**src/rtl/mips_ls_pkg.sv**
```systemverilog
// Shared definitions for the load/store unit: MIPS memory opcodes, error
// cause encodings, FSM state encoding, access size and opcode decode helpers.
package mips_ls_pkg;

  localparam logic [5:0] LB  = 6'b100000;
  localparam logic [5:0] LH  = 6'b100001;
  localparam logic [5:0] LW  = 6'b100011;
  localparam logic [5:0] LBU = 6'b100100;
  localparam logic [5:0] LHU = 6'b100101;
  localparam logic [5:0] SB  = 6'b101000;
  localparam logic [5:0] SH  = 6'b101001;
  localparam logic [5:0] SW  = 6'b101011;

  localparam logic [1:0] CAUSE_NONE     = 2'b00;
  localparam logic [1:0] CAUSE_MISALIGN = 2'b01;
  localparam logic [1:0] CAUSE_ILLEGAL  = 2'b10;
  localparam logic [1:0] CAUSE_TIMEOUT  = 2'b11;

  typedef enum logic [1:0] {
    IDLE = 2'b00,
    REQ  = 2'b01,
    DONE = 2'b10
  } state_t;

  typedef enum logic [1:0] {
    BYTE = 2'b00,
    HALF = 2'b01,
    WORD = 2'b10
  } size_t;

  typedef struct packed {
    logic  legal;
    logic  store;
    logic  sign;
    size_t size;
  } op_info_t;

  // Classify a memory opcode; anything outside the eight listed ops is illegal.
  function automatic op_info_t decode_op(input logic [5:0] op);
    op_info_t d;
    d.legal = 1'b1;
    d.store = 1'b0;
    d.sign  = 1'b0;
    d.size  = WORD;
    case (op)
      LB:      begin d.size = BYTE; d.sign = 1'b1; end
      LH:      begin d.size = HALF; d.sign = 1'b1; end
      LW:      d.size = WORD;
      LBU:     d.size = BYTE;
      LHU:     d.size = HALF;
      SB:      begin d.size = BYTE; d.store = 1'b1; end
      SH:      begin d.size = HALF; d.store = 1'b1; end
      SW:      begin d.size = WORD; d.store = 1'b1; end
      default: d.legal = 1'b0;
    endcase
    return d;
  endfunction

  // Natural alignment check on the byte offset within the word.
  function automatic logic is_misaligned(input size_t s, input logic [1:0] off);
    logic m;
    case (s)
      HALF:    m = off[0];
      WORD:    m = (off != 2'b00);
      default: m = 1'b0;
    endcase
    return m;
  endfunction

endpackage

```
**src/rtl/load_store_unit_if.sv**
```systemverilog
// Word-addressed data memory port with a request/ready handshake.
interface load_store_unit_if;
  logic        mem_req;
  logic        mem_we;
  logic [31:0] mem_addr;
  logic [3:0]  mem_wstrb;
  logic [31:0] mem_wdata;
  logic        mem_ready;
  logic [31:0] mem_rdata;

  modport master (
    output mem_req, mem_we, mem_addr, mem_wstrb, mem_wdata,
    input  mem_ready, mem_rdata
  );

  modport slave (
    input  mem_req, mem_we, mem_addr, mem_wstrb, mem_wdata,
    output mem_ready, mem_rdata
  );
endinterface

```
**src/rtl/ls_lane_align.sv**
```systemverilog
// Big-endian lane steering: byte strobes and replicated write data for
// stores, lane extraction plus sign/zero extension for loads. Offset 0 is
// the most significant byte (bits 31:24).
module ls_lane_align
  import mips_ls_pkg::*;
(
  input  size_t       size,
  input  logic        sign,
  input  logic [1:0]  offset,
  input  logic [31:0] store_data,
  input  logic [31:0] mem_rdata,
  output logic [3:0]  wstrb,
  output logic [31:0] wdata,
  output logic [31:0] load_value
);

  logic [7:0]  lane_byte;
  logic [15:0] lane_half;

  // Select the addressed byte and halfword from the read word.
  always_comb begin
    lane_byte = mem_rdata[31:24];
    case (offset)
      2'd0: lane_byte = mem_rdata[31:24];
      2'd1: lane_byte = mem_rdata[23:16];
      2'd2: lane_byte = mem_rdata[15:8];
      2'd3: lane_byte = mem_rdata[7:0];
      default: lane_byte = mem_rdata[31:24];
    endcase
    lane_half = offset[1] ? mem_rdata[15:0] : mem_rdata[31:16];
  end

  // Strobe, write data replication and load extension by access size.
  always_comb begin
    wstrb      = 4'b1111;
    wdata      = store_data;
    load_value = mem_rdata;
    case (size)
      BYTE: begin
        wstrb      = 4'b1000 >> offset;
        wdata      = {4{store_data[7:0]}};
        load_value = {{24{sign & lane_byte[7]}}, lane_byte};
      end
      HALF: begin
        wstrb      = offset[1] ? 4'b0011 : 4'b1100;
        wdata      = {2{store_data[15:0]}};
        load_value = {{16{sign & lane_half[15]}}, lane_half};
      end
      default: begin
        wstrb      = 4'b1111;
        wdata      = store_data;
        load_value = mem_rdata;
      end
    endcase
  end

endmodule

```
**src/rtl/load_store_unit.sv**
```systemverilog
// Load/store unit: accepts one memory instruction, checks opcode and
// alignment, runs a single request/ready transfer with optional timeout and
// reports completion with a one-cycle done pulse.
//
//   state | meaning
//   IDLE  | waiting for start; request registers hold the last access
//   REQ   | mem_req high, waiting for mem_ready or timeout
//   DONE  | done pulse; err/err_cause valid this cycle only
module load_store_unit
  import mips_ls_pkg::*;
#(
  parameter int TIMEOUT_CYCLES = 64,
  parameter int CNT_W          = 8
) (
  input  logic                      clk,
  input  logic                      reset,
  input  logic                      start,
  input  logic [5:0]                opcode,
  input  logic [31:0]               addr,
  input  logic [31:0]               store_data,
  load_store_unit_if.master         mem,
  output logic                      busy,
  output logic                      done,
  output logic                      err,
  output logic [1:0]                err_cause,
  output logic [31:0]               load_data
);

  // Cast of TIMEOUT_CYCLES-1 wraps when the timeout is disabled; the
  // enable term below keeps that value from ever being compared.
  localparam logic [CNT_W-1:0] TC_LAST    = CNT_W'(TIMEOUT_CYCLES - 1);
  localparam logic             TIMEOUT_EN = (TIMEOUT_CYCLES != 0);

  state_t           state, state_nxt;
  op_info_t         info_in;
  logic             misaligned;

  logic             store_q;
  logic             sign_q;
  size_t            size_q;
  logic [1:0]       offset_q;
  logic [31:0]      addr_q;
  logic [31:0]      store_data_q;
  logic             err_q;
  logic [1:0]       cause_q;
  logic [CNT_W-1:0] cnt, cnt_nxt;

  logic             accept;
  logic             finish;
  logic             finish_err;
  logic [1:0]       finish_cause;
  logic             load_cap;
  logic             timeout_hit;

  logic [3:0]       lane_wstrb;
  logic [31:0]      lane_wdata;
  logic [31:0]      lane_load;

  assign info_in     = decode_op(opcode);
  assign misaligned  = is_misaligned(info_in.size, addr[1:0]);
  assign timeout_hit = TIMEOUT_EN && (cnt == TC_LAST);

  ls_lane_align u_align (
    .size       (size_q),
    .sign       (sign_q),
    .offset     (offset_q),
    .store_data (store_data_q),
    .mem_rdata  (mem.mem_rdata),
    .wstrb      (lane_wstrb),
    .wdata      (lane_wdata),
    .load_value (lane_load)
  );

  // Next-state logic with transfer, error and counter control.
  always_comb begin
    state_nxt    = state;
    cnt_nxt      = cnt;
    accept       = 1'b0;
    finish       = 1'b0;
    finish_err   = 1'b0;
    finish_cause = CAUSE_NONE;
    load_cap     = 1'b0;
    case (state)
      IDLE: begin
        if (start) begin
          accept = 1'b1;
          if (!info_in.legal) begin
            state_nxt    = DONE;
            finish       = 1'b1;
            finish_err   = 1'b1;
            finish_cause = CAUSE_ILLEGAL;
          end else if (misaligned) begin
            state_nxt    = DONE;
            finish       = 1'b1;
            finish_err   = 1'b1;
            finish_cause = CAUSE_MISALIGN;
          end else begin
            state_nxt = REQ;
            cnt_nxt   = '0;
          end
        end
      end
      REQ: begin
        if (mem.mem_ready) begin
          state_nxt = DONE;
          finish    = 1'b1;
          load_cap  = !store_q;
        end else if (timeout_hit) begin
          state_nxt    = DONE;
          finish       = 1'b1;
          finish_err   = 1'b1;
          finish_cause = CAUSE_TIMEOUT;
        end else begin
          cnt_nxt = cnt + CNT_W'(1);
        end
      end
      DONE:    state_nxt = IDLE;
      default: state_nxt = IDLE;
    endcase
  end

  // FSM state register.
  always_ff @(posedge clk or posedge reset) begin
    if (reset) state <= IDLE;
    else       state <= state_nxt;
  end

  // Request registers, captured once on accept and held through REQ.
  always_ff @(posedge clk or posedge reset) begin
    if (reset) begin
      store_q      <= 1'b0;
      sign_q       <= 1'b0;
      size_q       <= BYTE;
      offset_q     <= 2'b00;
      addr_q       <= '0;
      store_data_q <= '0;
    end else if (accept) begin
      store_q      <= info_in.store;
      sign_q       <= info_in.sign;
      size_q       <= info_in.size;
      offset_q     <= addr[1:0];
      addr_q       <= {addr[31:2], 2'b00};
      store_data_q <= store_data;
    end
  end

  // Completion status, timeout counter and load result.
  always_ff @(posedge clk or posedge reset) begin
    if (reset) begin
      err_q     <= 1'b0;
      cause_q   <= CAUSE_NONE;
      cnt       <= '0;
      load_data <= '0;
    end else begin
      cnt <= cnt_nxt;
      if (finish) begin
        err_q   <= finish_err;
        cause_q <= finish_cause;
      end
      if (load_cap) load_data <= lane_load;
    end
  end

  assign mem.mem_req   = (state == REQ);
  assign mem.mem_we    = store_q;
  assign mem.mem_addr  = addr_q;
  assign mem.mem_wstrb = store_q ? lane_wstrb : 4'b0000;
  assign mem.mem_wdata = lane_wdata;

  assign busy      = (state != IDLE);
  assign done      = (state == DONE);
  assign err       = done & err_q;
  assign err_cause = done ? cause_q : CAUSE_NONE;

endmodule

```
**src/flat_wrapper.sv**
```systemverilog
// flat-port wrapper written by rule: the top's interface ports become plain ports
module load_store_unit_flat import mips_ls_pkg::*;
#(
  parameter int TIMEOUT_CYCLES = 64,
  parameter int CNT_W          = 8
)
  (clk, reset, start, opcode, addr, store_data, busy, done, err, err_cause, load_data, mem_mem_req, mem_mem_we, mem_mem_addr, mem_mem_wstrb, mem_mem_wdata, mem_mem_ready, mem_mem_rdata);
  load_store_unit_if mem_i ();
  input  logic clk;
  input  logic reset;
  input  logic start;
  input  logic [5:0] opcode;
  input  logic [31:0] addr;
  input  logic [31:0] store_data;
  output logic busy;
  output logic done;
  output logic err;
  output logic [1:0] err_cause;
  output logic [31:0] load_data;
  output wire logic [$bits(mem_i.mem_req)-1:0] mem_mem_req;
  output wire logic [$bits(mem_i.mem_we)-1:0] mem_mem_we;
  output wire logic [$bits(mem_i.mem_addr)-1:0] mem_mem_addr;
  output wire logic [$bits(mem_i.mem_wstrb)-1:0] mem_mem_wstrb;
  output wire logic [$bits(mem_i.mem_wdata)-1:0] mem_mem_wdata;
  input wire logic [$bits(mem_i.mem_ready)-1:0] mem_mem_ready;
  input wire logic [$bits(mem_i.mem_rdata)-1:0] mem_mem_rdata;
  assign mem_mem_req = mem_i.mem_req;
  assign mem_mem_we = mem_i.mem_we;
  assign mem_mem_addr = mem_i.mem_addr;
  assign mem_mem_wstrb = mem_i.mem_wstrb;
  assign mem_mem_wdata = mem_i.mem_wdata;
  assign mem_i.mem_ready = mem_mem_ready;
  assign mem_i.mem_rdata = mem_mem_rdata;
  load_store_unit #(.TIMEOUT_CYCLES(TIMEOUT_CYCLES), .CNT_W(CNT_W)) u_core (.clk(clk), .reset(reset), .start(start), .opcode(opcode), .addr(addr), .store_data(store_data), .mem(mem_i), .busy(busy), .done(done), .err(err), .err_cause(err_cause), .load_data(load_data));
endmodule
```
**config.mk**
```make
export PLATFORM = sky130hd
export DESIGN_NAME = load_store_unit_flat
export DESIGN_NICKNAME = d
export VERILOG_FILES = /design/src/rtl/mips_ls_pkg.sv /design/src/rtl/load_store_unit_if.sv /design/src/rtl/ls_lane_align.sv /design/src/rtl/load_store_unit.sv /design/src/flat_wrapper.sv
export SDC_FILE = /design/constraint.sdc
export NUM_CORES = 1
export LEC_CHECK = 0
export ABC_AREA = 1
export CORE_ASPECT_RATIO = 1.5
export CORE_MARGIN = 10
export CORE_UTILIZATION = 40
export CTS_CLUSTER_SIZE = 40
export DETAILED_ROUTE_END_ITERATION = 7
export PLACE_DENSITY = 0.78
export REMOVE_ABC_BUFFERS = 1
export SLEW_MARGIN = 10
export SYNTH_ARGS = -nofsm -noshare
export SYNTH_HDL_FRONTEND = slang
export SYNTH_SLANG_ARGS = --single-unit
```
**constraint.sdc**
```tcl
create_clock -name clk -period 5.4 [get_ports clk]
set_clock_uncertainty 0.1 [all_clocks]
set_input_delay 1.08 -clock clk [delete_from_list [all_inputs] [get_ports clk]]
set_output_delay 1.08 -clock clk [all_outputs]
set_load 0.02 [all_outputs]
```
==> results of run 1 <==
==> layout make-up <==
type | count | area share [%]
clock inverter | 15 | 2.08
clock buffer | 17 | 5.04
timing repair buffer | 215 | 25.4
inverter | 70 | 3.14
antenna | 1 | 0.0297
multi-input combinational | 538 | 28.0
sequential | 113 | 33.5
tap | 192 | 2.85
==> state kept, by name, summed over array words and instances (netlist names) <==
signal               flops
u_core.sign_q            1
u_core.cause_q           2
u_core.load_data        32
u_core.cnt               8
u_core.state             2
u_core.size_q            2
u_core.mem.mem_addr     30
u_core.mem.mem_we        1
u_core.offset_q          2
u_core.store_data_q     32
u_core.err_q             1
==> Yosys cell counts, drive strengths merged <==
master	number	area [sq um]
a21oi	28	144
xnor2	1	8.76
nor3	3	15.0
ha	1	12.5
dfrtp	113	2830
o211ai	4	30.0
nor2	35	156
a22o	1	8.76
o221ai	3	26.3
o22ai	1	6.26
inv	69	259
or2	7	43.8
a211oi	1	7.51
conb	1	3.75
buf	28	186
xor2	1	8.76
o21ai	38	190
o22a	5	43.8
o21a	1	7.51
clkinv	1	3.75
nand3	62	333
clkbuf	12	45.0
nand2	341	1290
a31oi	2	12.5
nand4	1	12.5
==> power groups by stage <==
stage / logic (mW) / clock network [mW] / registers, mW
after floorplan: 0.347 / 0 / 1.24
final: 1.00 / 1.14 / 1.09
after global routing: 1.09 / 1.19 / 1.11
after CTS: 1.02 / 1.15 / 1.09
after detailed placement: 1.02 / 0 / 1.11
after global placement: 1.00 / 0 / 1.10
==> final timing paths <==
kind / start / to / slack (ns) / depth (start not counted)
worst max-delay path: u_core.size_q[1] / mem_mem_wstrb[3] / 1.50 / 5
worst min-delay path: u_core.mem.mem_addr[3] / u_core.mem.mem_addr[3] / 0.38 / 2
worst max register to register: u_core.size_q[1] / u_core.load_data[30] / 2.84 / 7
worst min register to register: u_core.mem.mem_addr[3] / u_core.mem.mem_addr[3] / 0.38 / 2
max in group asynchronous: reset / u_core.load_data[28] / 3.32 / 3
min in group asynchronous: reset / u_core.mem.mem_addr[13] / 0.94 / 2
==> worst max-delay path: cells and delay by family, from the launching register on <==
family                 cells  cell delay, ns
AOI/OAI and AO/OA          1            0.06
buffers and inverters      2            0.92
DFF                        1            0.49
and+or+nand+nor            2            0.86
==> logic make-up after synthesis <==
family                   synth area share [%]
AO/OA/AOI/OAI                            8.39
buffers and inverters                    8.70
other                                  0.0660
XOR/XNOR                                0.308
flip-flops                               49.8
adder cells (fa/ha/maj)                 0.220
AND/OR/NAND/NOR                          32.5
==> stage by stage <==
stage	setup slack, ns	cells
2_1_floorplan	1.23	721
3_3_place_gp	2.00	1128
3_5_place_dp	1.90	1128
4_1_cts	1.48	1160
5_1_grt	1.26	1161
6_report	1.50	1161
==> routing by layer <==
metal  up-vias  routed length, um
met2       183               9760
met5         -                  0
met3        14               1240
li1       2764                  -
met4         0                312
met1      2581               7210
==> metrics.cfg, run 1 <==
[timing]
rsz0062_at_grt=no
fin_tns_setup_ns=0
fmax_mhz=256
hold_slack_ns=0.377
slew_violations=0
fin_crit_sh_pct=72.3
finalSetupViolCount=0
worst_pin_slew_ns=0.859
final_hold_viol_count=0
slew_headroom_pct=42.6
layout_min_cycle_time_ns=3.90

[drt]
routed_wl_mm=18.5
postRouteAntennaNets=0
vias=5542
wl_per_cell_um=16.0
drt_iter0_markers=304
first_pass_iters=5
vias_per_cell=4.77
drc=0

[yosys]
syn-instance-count=760
postSynthAreaPerCell_sq_um=7.47
yosys_warnings=0
syn_area_sq_um=5680
synth_cell_types=36
synth_seq_area_share_pct=49.8
yosys_register_bits=113

[outcome]
status=finished, final reports clean

[pwr]
clkPwrFrac_pct=35.1
peakVddDrop_mv=0.235
p_seq_share_pct=33.8
power.density_nw_per_um2=383
p_int_mw=2.15
pwr-share-comb_pct=31.1
p_switching_mw=1.09
sw_frac_of_total_pct=33.6
p_leak_nw=4.17
total_power_mw=3.24

[grt]
grt_util_met2_pct=32.6
grt.total_usage_pct=18.8
grt-busiest-layer=met2
grt_pass1_vias=5691
grt_max_degree=76
grtUsageMet3_pct=5.38
grt_overflow_total=0
grt_pass1_wl_mm=29.9
antenna_found_initial=1
grt_use_met1_pct=21.4

[clocking]
path_clk_slew_ns=0.06
cts_tree=yes
clock_path_buffers=2
numCtsBuffers=17
post_cts_buffers=0
cts_resized=0
clk_latency_ns=0.40
htree_levels=4
cts_sinks=113
cts_root_buffer=clkbuf_16
cts_hold_buf=0

[placed_design]
port_buffers=210
gp_congestion=0.856
dpl.hpwl_mm=13.8
placed_area_sq_um=7840

[layout]
drive_gt1_share_pct=6.61
nets=1062
final_common_cell=nand2_1
num-fill-cells=1235
final_cell_mix=nand2_1 (338), clkdlybuf4s50_1 (210), dfrtp_1 (113)
finalInstanceArea_sq_um=8440
final_util_pct=60.3
multi_input_area_sq_um=2360
synthToLayoutAreaGrowth_pct=48.5
register_area_sq_um=2830

[floorplanning]
core_sq_um=14000
dieArea_sq_um=19500
dieHeight_um=166
io_pins=213
die_w_um=117
std_cell_rows=53
initial_core_util_pct=40.6

[setup_path]
worstPathMaxFanout=21
worstSetupPathType=flop to output port
required_ns=4.22
critical-path-slowest-cell=nor2_2
crit_path_max_incr_delay_ns=0.70
crit_path_end_kind=output port
worstSetupStartpointType=flop
crit_chain=nor2_2 -> inv_1 -> nor2_1 -> a211oi_1 -> clkdlybuf4s50_1
crit_arrival_ns=2.72

[worst_hold_path]
hp-class=flop to flop

[flow_run]
drv_cap=0

Power figures use the tool's default switching activity.
==> run 2, diff against run 1 <==
- clock period: 5.4 -> 3.7 ns (I/O delays scaled with it)
==> metrics.cfg, run 2 (same netlist as run 1, synthesis figures left out) <==
[outcome]
status=finished, final reports clean

[setup_path]
rr_startpoint=u_core.state[0]
worstSetupPathType=flop to output port
worstPathMaxFanout=15  ; -29%
critical-path-slowest-cell=clkdlybuf4s50_1
crit_top_cell=nor2_2
rr_endpoint=u_core.load_data[10]
r2r_slack_ns=1.48  ; -1.36 ns
required_ns=2.86  ; -1.36 ns
worstSetupStartpointType=flop
crit_path_max_incr_delay_ns=0.65  ; -0.05 ns
crit_arrival_ns=2.47  ; -0.25 ns
crit_path_end_kind=output port
ff2ff_path_depth=8  ; +1
crit_chain=buf_4 -> inv_2 -> nand2_2 -> nor2_2 -> nor2_2 -> o21a_1 -> clkdlybuf4s50_1

[clocking]
post_cts_buffers=0  ; unchanged
clock_path_buffers=2  ; unchanged
cts_tree=yes
cts_hold_buf=0  ; unchanged
path_clk_slew_ns=0.05  ; about the same
cts_sinks=113  ; unchanged
cts_root_buffer=clkbuf_16
clk_latency_ns=0.40  ; about the same
htree_levels=4  ; unchanged
numCtsBuffers=17  ; unchanged
cts_resized=0  ; unchanged

[drt]
routed_wl_mm=18.8  ; +1.5%
vias=5510  ; -0.58%
vias_per_cell=4.73  ; -0.92%
drc=0  ; unchanged
first_pass_iters=4  ; -1
postRouteAntennaNets=0  ; unchanged
wl_per_cell_um=16.1  ; +1.1%
drt_iter0_markers=297  ; -2.3%

[pwr]
p_leak_nw=4.21  ; +0.83%
total_power_mw=4.74  ; +46%
peakVddDrop_mv=0.304  ; +29%
power.density_nw_per_um2=558  ; +45%

[layout]
final_util_pct=60.7  ; +0.42 points
instances_no_fill=1165  ; +0.34%
finalInstanceArea_sq_um=8500  ; +0.70%
final_common_cell=nand2_1
final_cell_mix=nand2_1 (338), clkdlybuf4s50_1 (210), dfrtp_1 (113)
nets=1068  ; +0.56%
num-fill-cells=1220  ; -1.2%
synthToLayoutAreaGrowth_pct=49.6
drive_gt1_share_pct=6.89  ; +0.28 points

[worst_hold_path]
hp-class=flop to flop
whs_path_depth=2  ; unchanged
hold_start=u_core.mem.mem_addr[8]
holdPathEnd=u_core.mem.mem_addr[8]

[flow_run]
drv_cap=0  ; unchanged

[timing]
hold_slack_ns=0.375  ; -0.00206 ns
layout_min_cycle_time_ns=3.31
finalSetupViolCount=0  ; unchanged
final_hold_viol_count=0  ; unchanged
fmax_mhz=302
fin_crit_sh_pct=89.5
worst_pin_slew_ns=0.650  ; -0.210 ns
fin_tns_setup_ns=0  ; unchanged
rsz0062_at_grt=no
worst_slack_ns=0.387  ; -1.11 ns
slew_violations=0  ; unchanged
slew_headroom_pct=56.7  ; +14 points

[placed_design]
dpl.hpwl_mm=14.1  ; +2.2%
place_ws_ns=0.809  ; -1.09 ns
placed_area_sq_um=7890  ; +0.73%
gp_congestion=0.895  ; +4.6%
dpl.cell_count=1134  ; +0.53%
port_buffers=210  ; unchanged

[grt]
grt_max_degree=63  ; -17%
grt_overflow_total=0  ; unchanged
grt.total_usage_pct=19.3  ; +0.47 points
grt_pass1_vias=5785  ; +1.7%
grt_pass1_wl_mm=30.6  ; +2.2%
antenna_found_initial=1  ; unchanged

[floorplanning]
dieHeight_um=166  ; unchanged
dieArea_sq_um=19500  ; unchanged
io_pins=213  ; unchanged
die_w_um=117  ; unchanged
core_sq_um=14000  ; unchanged
initial_core_util_pct=40.6  ; unchanged
std_cell_rows=53  ; unchanged

run 2: cell count changes in the layout (fill, tap and decap cells not counted), sizes merged:
cell	previous run	this run
inv	78	71
clkbuf	17	21
buf	5	11
bufinv	2	3
run 2: final cells by class:
cell class                      instances  area (sq um)  area share [%]
Sequential cell                       113          2830            33.3
Antenna cell                            1          2.50          0.0295
Tap cell                              192           240            2.83
Timing Repair Buffer                  221          2200            25.9
Multi-Input combinational cell        538          2360            27.8
Clock inverter                          9           131            1.55
Clock buffer                           21           470            5.54
Inverter                               70           265            3.12
run 2: how the worst max path moves through the flow:
stage	cells past startpoint	end	slack [ns]	from
finish	7	mem_mem_wstrb[1]	0.39	u_core.size_q[1]
global route	7	mem_mem_wstrb[1]	0.27	u_core.size_q[1]
CTS	7	mem_mem_wstrb[1]	0.39	u_core.size_q[1]
detailed placement	7	mem_mem_wstrb[1]	0.81	u_core.size_q[1]
global placement	7	mem_mem_wstrb[1]	0.84	u_core.size_q[1]
floorplan	1	u_core.cause_q[0]	-0.13	reset
run 2: where the power goes:
| part | switching, mW | internal, mW | total (mW) |
|---|---|---|---|
| logic | 0.799 | 0.677 | 1.48 |
| clock network | 0.563 | 1.10 | 1.67 |
| registers | 0.141 | 1.46 | 1.60 |
run 2: critical path: cells and delay by family (launching register included):
| family | cells | cell delay [ns] |
|---|---|---|
| compound gates | 1 | 0.16 |
| simple gates | 3 | 0.66 |
| buf+inv | 3 | 0.92 |
| flops | 1 | 0.34 |
run 2: layer usage:
layer	wire length (um)	up-vias	global-route usage, %
li1	-	2773	-
met5	0	-	0
met1	7510	2550	21.2
met3	1000	21	5.24
met2	9920	166	34.1
met4	353	0	7.76
==> run 3, diff against run 2 <==
==> constraint.sdc (replaced) <==
create_clock -name clk -period 3.7 [get_ports clk]
set_clock_uncertainty 0.1 [all_clocks]
set_input_delay 0.74 -clock clk [delete_from_list [all_inputs] [get_ports clk]]
set_output_delay 0.74 -clock clk [all_outputs]
set_load 0.005 [all_outputs]
==> metrics.cfg, run 3 (same netlist as run 1, synthesis figures left out) <==
[floorplanning]
initial_core_util_pct=40.6  ; unchanged
io_pins=213  ; unchanged
dieHeight_um=166  ; unchanged
die_w_um=117  ; unchanged
core_sq_um=14000  ; unchanged
std_cell_rows=53  ; unchanged
dieArea_sq_um=19500  ; unchanged

[timing]
worst_pin_slew_ns=0.684  ; +0.0346 ns
worst_slack_ns=0.327  ; -0.0603 ns
hold_slack_ns=0.377  ; +0.00268 ns
slew_headroom_pct=54.4  ; -2.3 points
fin_tns_setup_ns=0  ; unchanged
rsz0062_at_grt=no
finalSetupViolCount=0  ; unchanged
slew_violations=0  ; unchanged
fin_crit_sh_pct=91.2  ; +1.6 points
layout_min_cycle_time_ns=3.37  ; +0.0603 ns
fmax_mhz=296  ; -1.8%
final_hold_viol_count=0  ; unchanged

[placed_design]
place_ws_ns=0.787  ; -0.0219 ns
port_buffers=210  ; unchanged
gp_congestion=0.854  ; -4.7%
dpl.hpwl_mm=14.0  ; -0.42%

[layout]
drive_gt1_share_pct=7.00  ; +0.10 points
antenna_cells=0  ; -1
final_cell_mix=nand2_1 (338), clkdlybuf4s50_1 (210), dfrtp_1 (113)
final_common_cell=nand2_1
synthToLayoutAreaGrowth_pct=48.7
num-fill-cells=1239  ; +1.6%
nets=1066  ; -0.19%

[pwr]
power.density_nw_per_um2=519  ; -7.0%
p_leak_nw=4.19  ; -0.56%
total_power_mw=4.38  ; -7.5%
peakVddDrop_mv=0.303  ; -0.44%

[grt]
grt_pass1_wl_mm=30.0  ; -1.9%
grt.total_usage_pct=19.0  ; -0.24 points
grt_pass1_vias=5668  ; -2.0%
antenna_found_initial=0  ; -1
grt_overflow_total=0  ; unchanged
grt_max_degree=63  ; unchanged

[drt]
wl_per_cell_um=16.2  ; +0.51%
routed_wl_mm=18.9  ; +0.42%
drt_iter0_markers=324  ; +9.1%
vias=5684  ; +3.2%
vias_per_cell=4.88  ; +3.2%
postRouteAntennaNets=0  ; unchanged
first_pass_iters=5  ; +1
drc=0  ; unchanged

[setup_path]
crit_cells=6  ; -1
rr_endpoint=u_core.load_data[24]
crit_chain=inv_2 -> nand2_2 -> nor2_2 -> nor2_2 -> o21a_1 -> clkdlybuf4s50_1
required_ns=2.86  ; about the same
cp_top_family=buffers and inverters
rr_startpoint=u_core.size_q[1]
cp.buffers_inverters=2  ; -1
crit_path_end_kind=output port
worstPathMaxFanout=16  ; +1
worstSetupStartpointType=flop
ff2ff_path_depth=8  ; unchanged
crit_top_cell=nor2_2
cp-startpoint=u_core.size_q[1]
r2r_slack_ns=1.47  ; about the same
endpoint=mem_mem_wstrb[1]
worstSetupPathType=flop to output port
critical-path-slowest-cell=clkdlybuf4s50_1
crit_arrival_ns=2.53  ; +0.06 ns
crit_path_max_incr_delay_ns=0.48  ; -0.17 ns

[outcome]
status=finished, final reports clean

[clocking]
post_cts_buffers=0  ; unchanged
cts_hold_buf=0  ; unchanged
cts_resized=0  ; unchanged
numCtsBuffers=17  ; unchanged
htree_levels=4  ; unchanged
path_clk_slew_ns=0.05  ; about the same
cts_tree=yes
cts_root_buffer=clkbuf_16
clk_latency_ns=0.41  ; about the same
clock_path_buffers=2  ; unchanged
cts_sinks=113  ; unchanged

[flow_run]
drv_cap=0  ; unchanged

[worst_hold_path]
hp-class=flop to flop

## run 3: stage by stage
stage / instances / util [%] / cell area [sq um]
detailed placement: 1132 / 56.3 / 7880
finish: 1164 / 60.4 / 8450
floorplan: 721 / - / 5450
CTS: 1164 / 60.4 / 8450
global route: 1164 / 60.4 / 8450
global placement: 1132 / 56.3 / 7880
## run 3: final cells by class
type,instances,area [sq um],area share (%)
sequential,113,2830,33.5
tap,192,240,2.84
timing repair buffer,219,2180,25.8
multi-input combinational,538,2360,28.0
clock inverter,14,133,1.57
inverter,70,265,3.14
clock buffer,18,439,5.20
## run 3: worst min path at each step
stage,end,slack [ns],start,cells after the start
2_1_floorplan,u_core.store_data_q[26],0.35,u_core.store_data_q[26],2
3_3_place_gp,u_core.mem.mem_addr[19],0.36,u_core.mem.mem_addr[19],2
3_5_place_dp,u_core.mem.mem_addr[10],0.36,u_core.mem.mem_addr[10],2
4_1_cts,u_core.mem.mem_addr[22],0.38,u_core.mem.mem_addr[22],2
5_1_grt,u_core.mem.mem_addr[27],0.40,u_core.mem.mem_addr[27],2
6_report,u_core.store_data_q[17],0.38,u_core.store_data_q[17],2
## run 3: worst min-delay path: stages (launching register included)
cell and delay, ns:
dfrtp_1 0.34, nand2_1 0.05, nand2_1 0.05
## run 3: per-layer routing
metal,wire length (um),share of wire (%),up-vias,global-route usage (%)
met1,7240,38,2645,20.9
li1,-,-,2768,-
met4,700,3.7,0,9.94
met5,0,0,-,0
met3,1250,6.6,46,5.58
met2,9670,51,225,32.4
## run 3: where the power goes
part           internal [mW]  switching (mW)
sequential              1.45           0.140
clock                  0.950           0.635
combinational          0.671           0.534
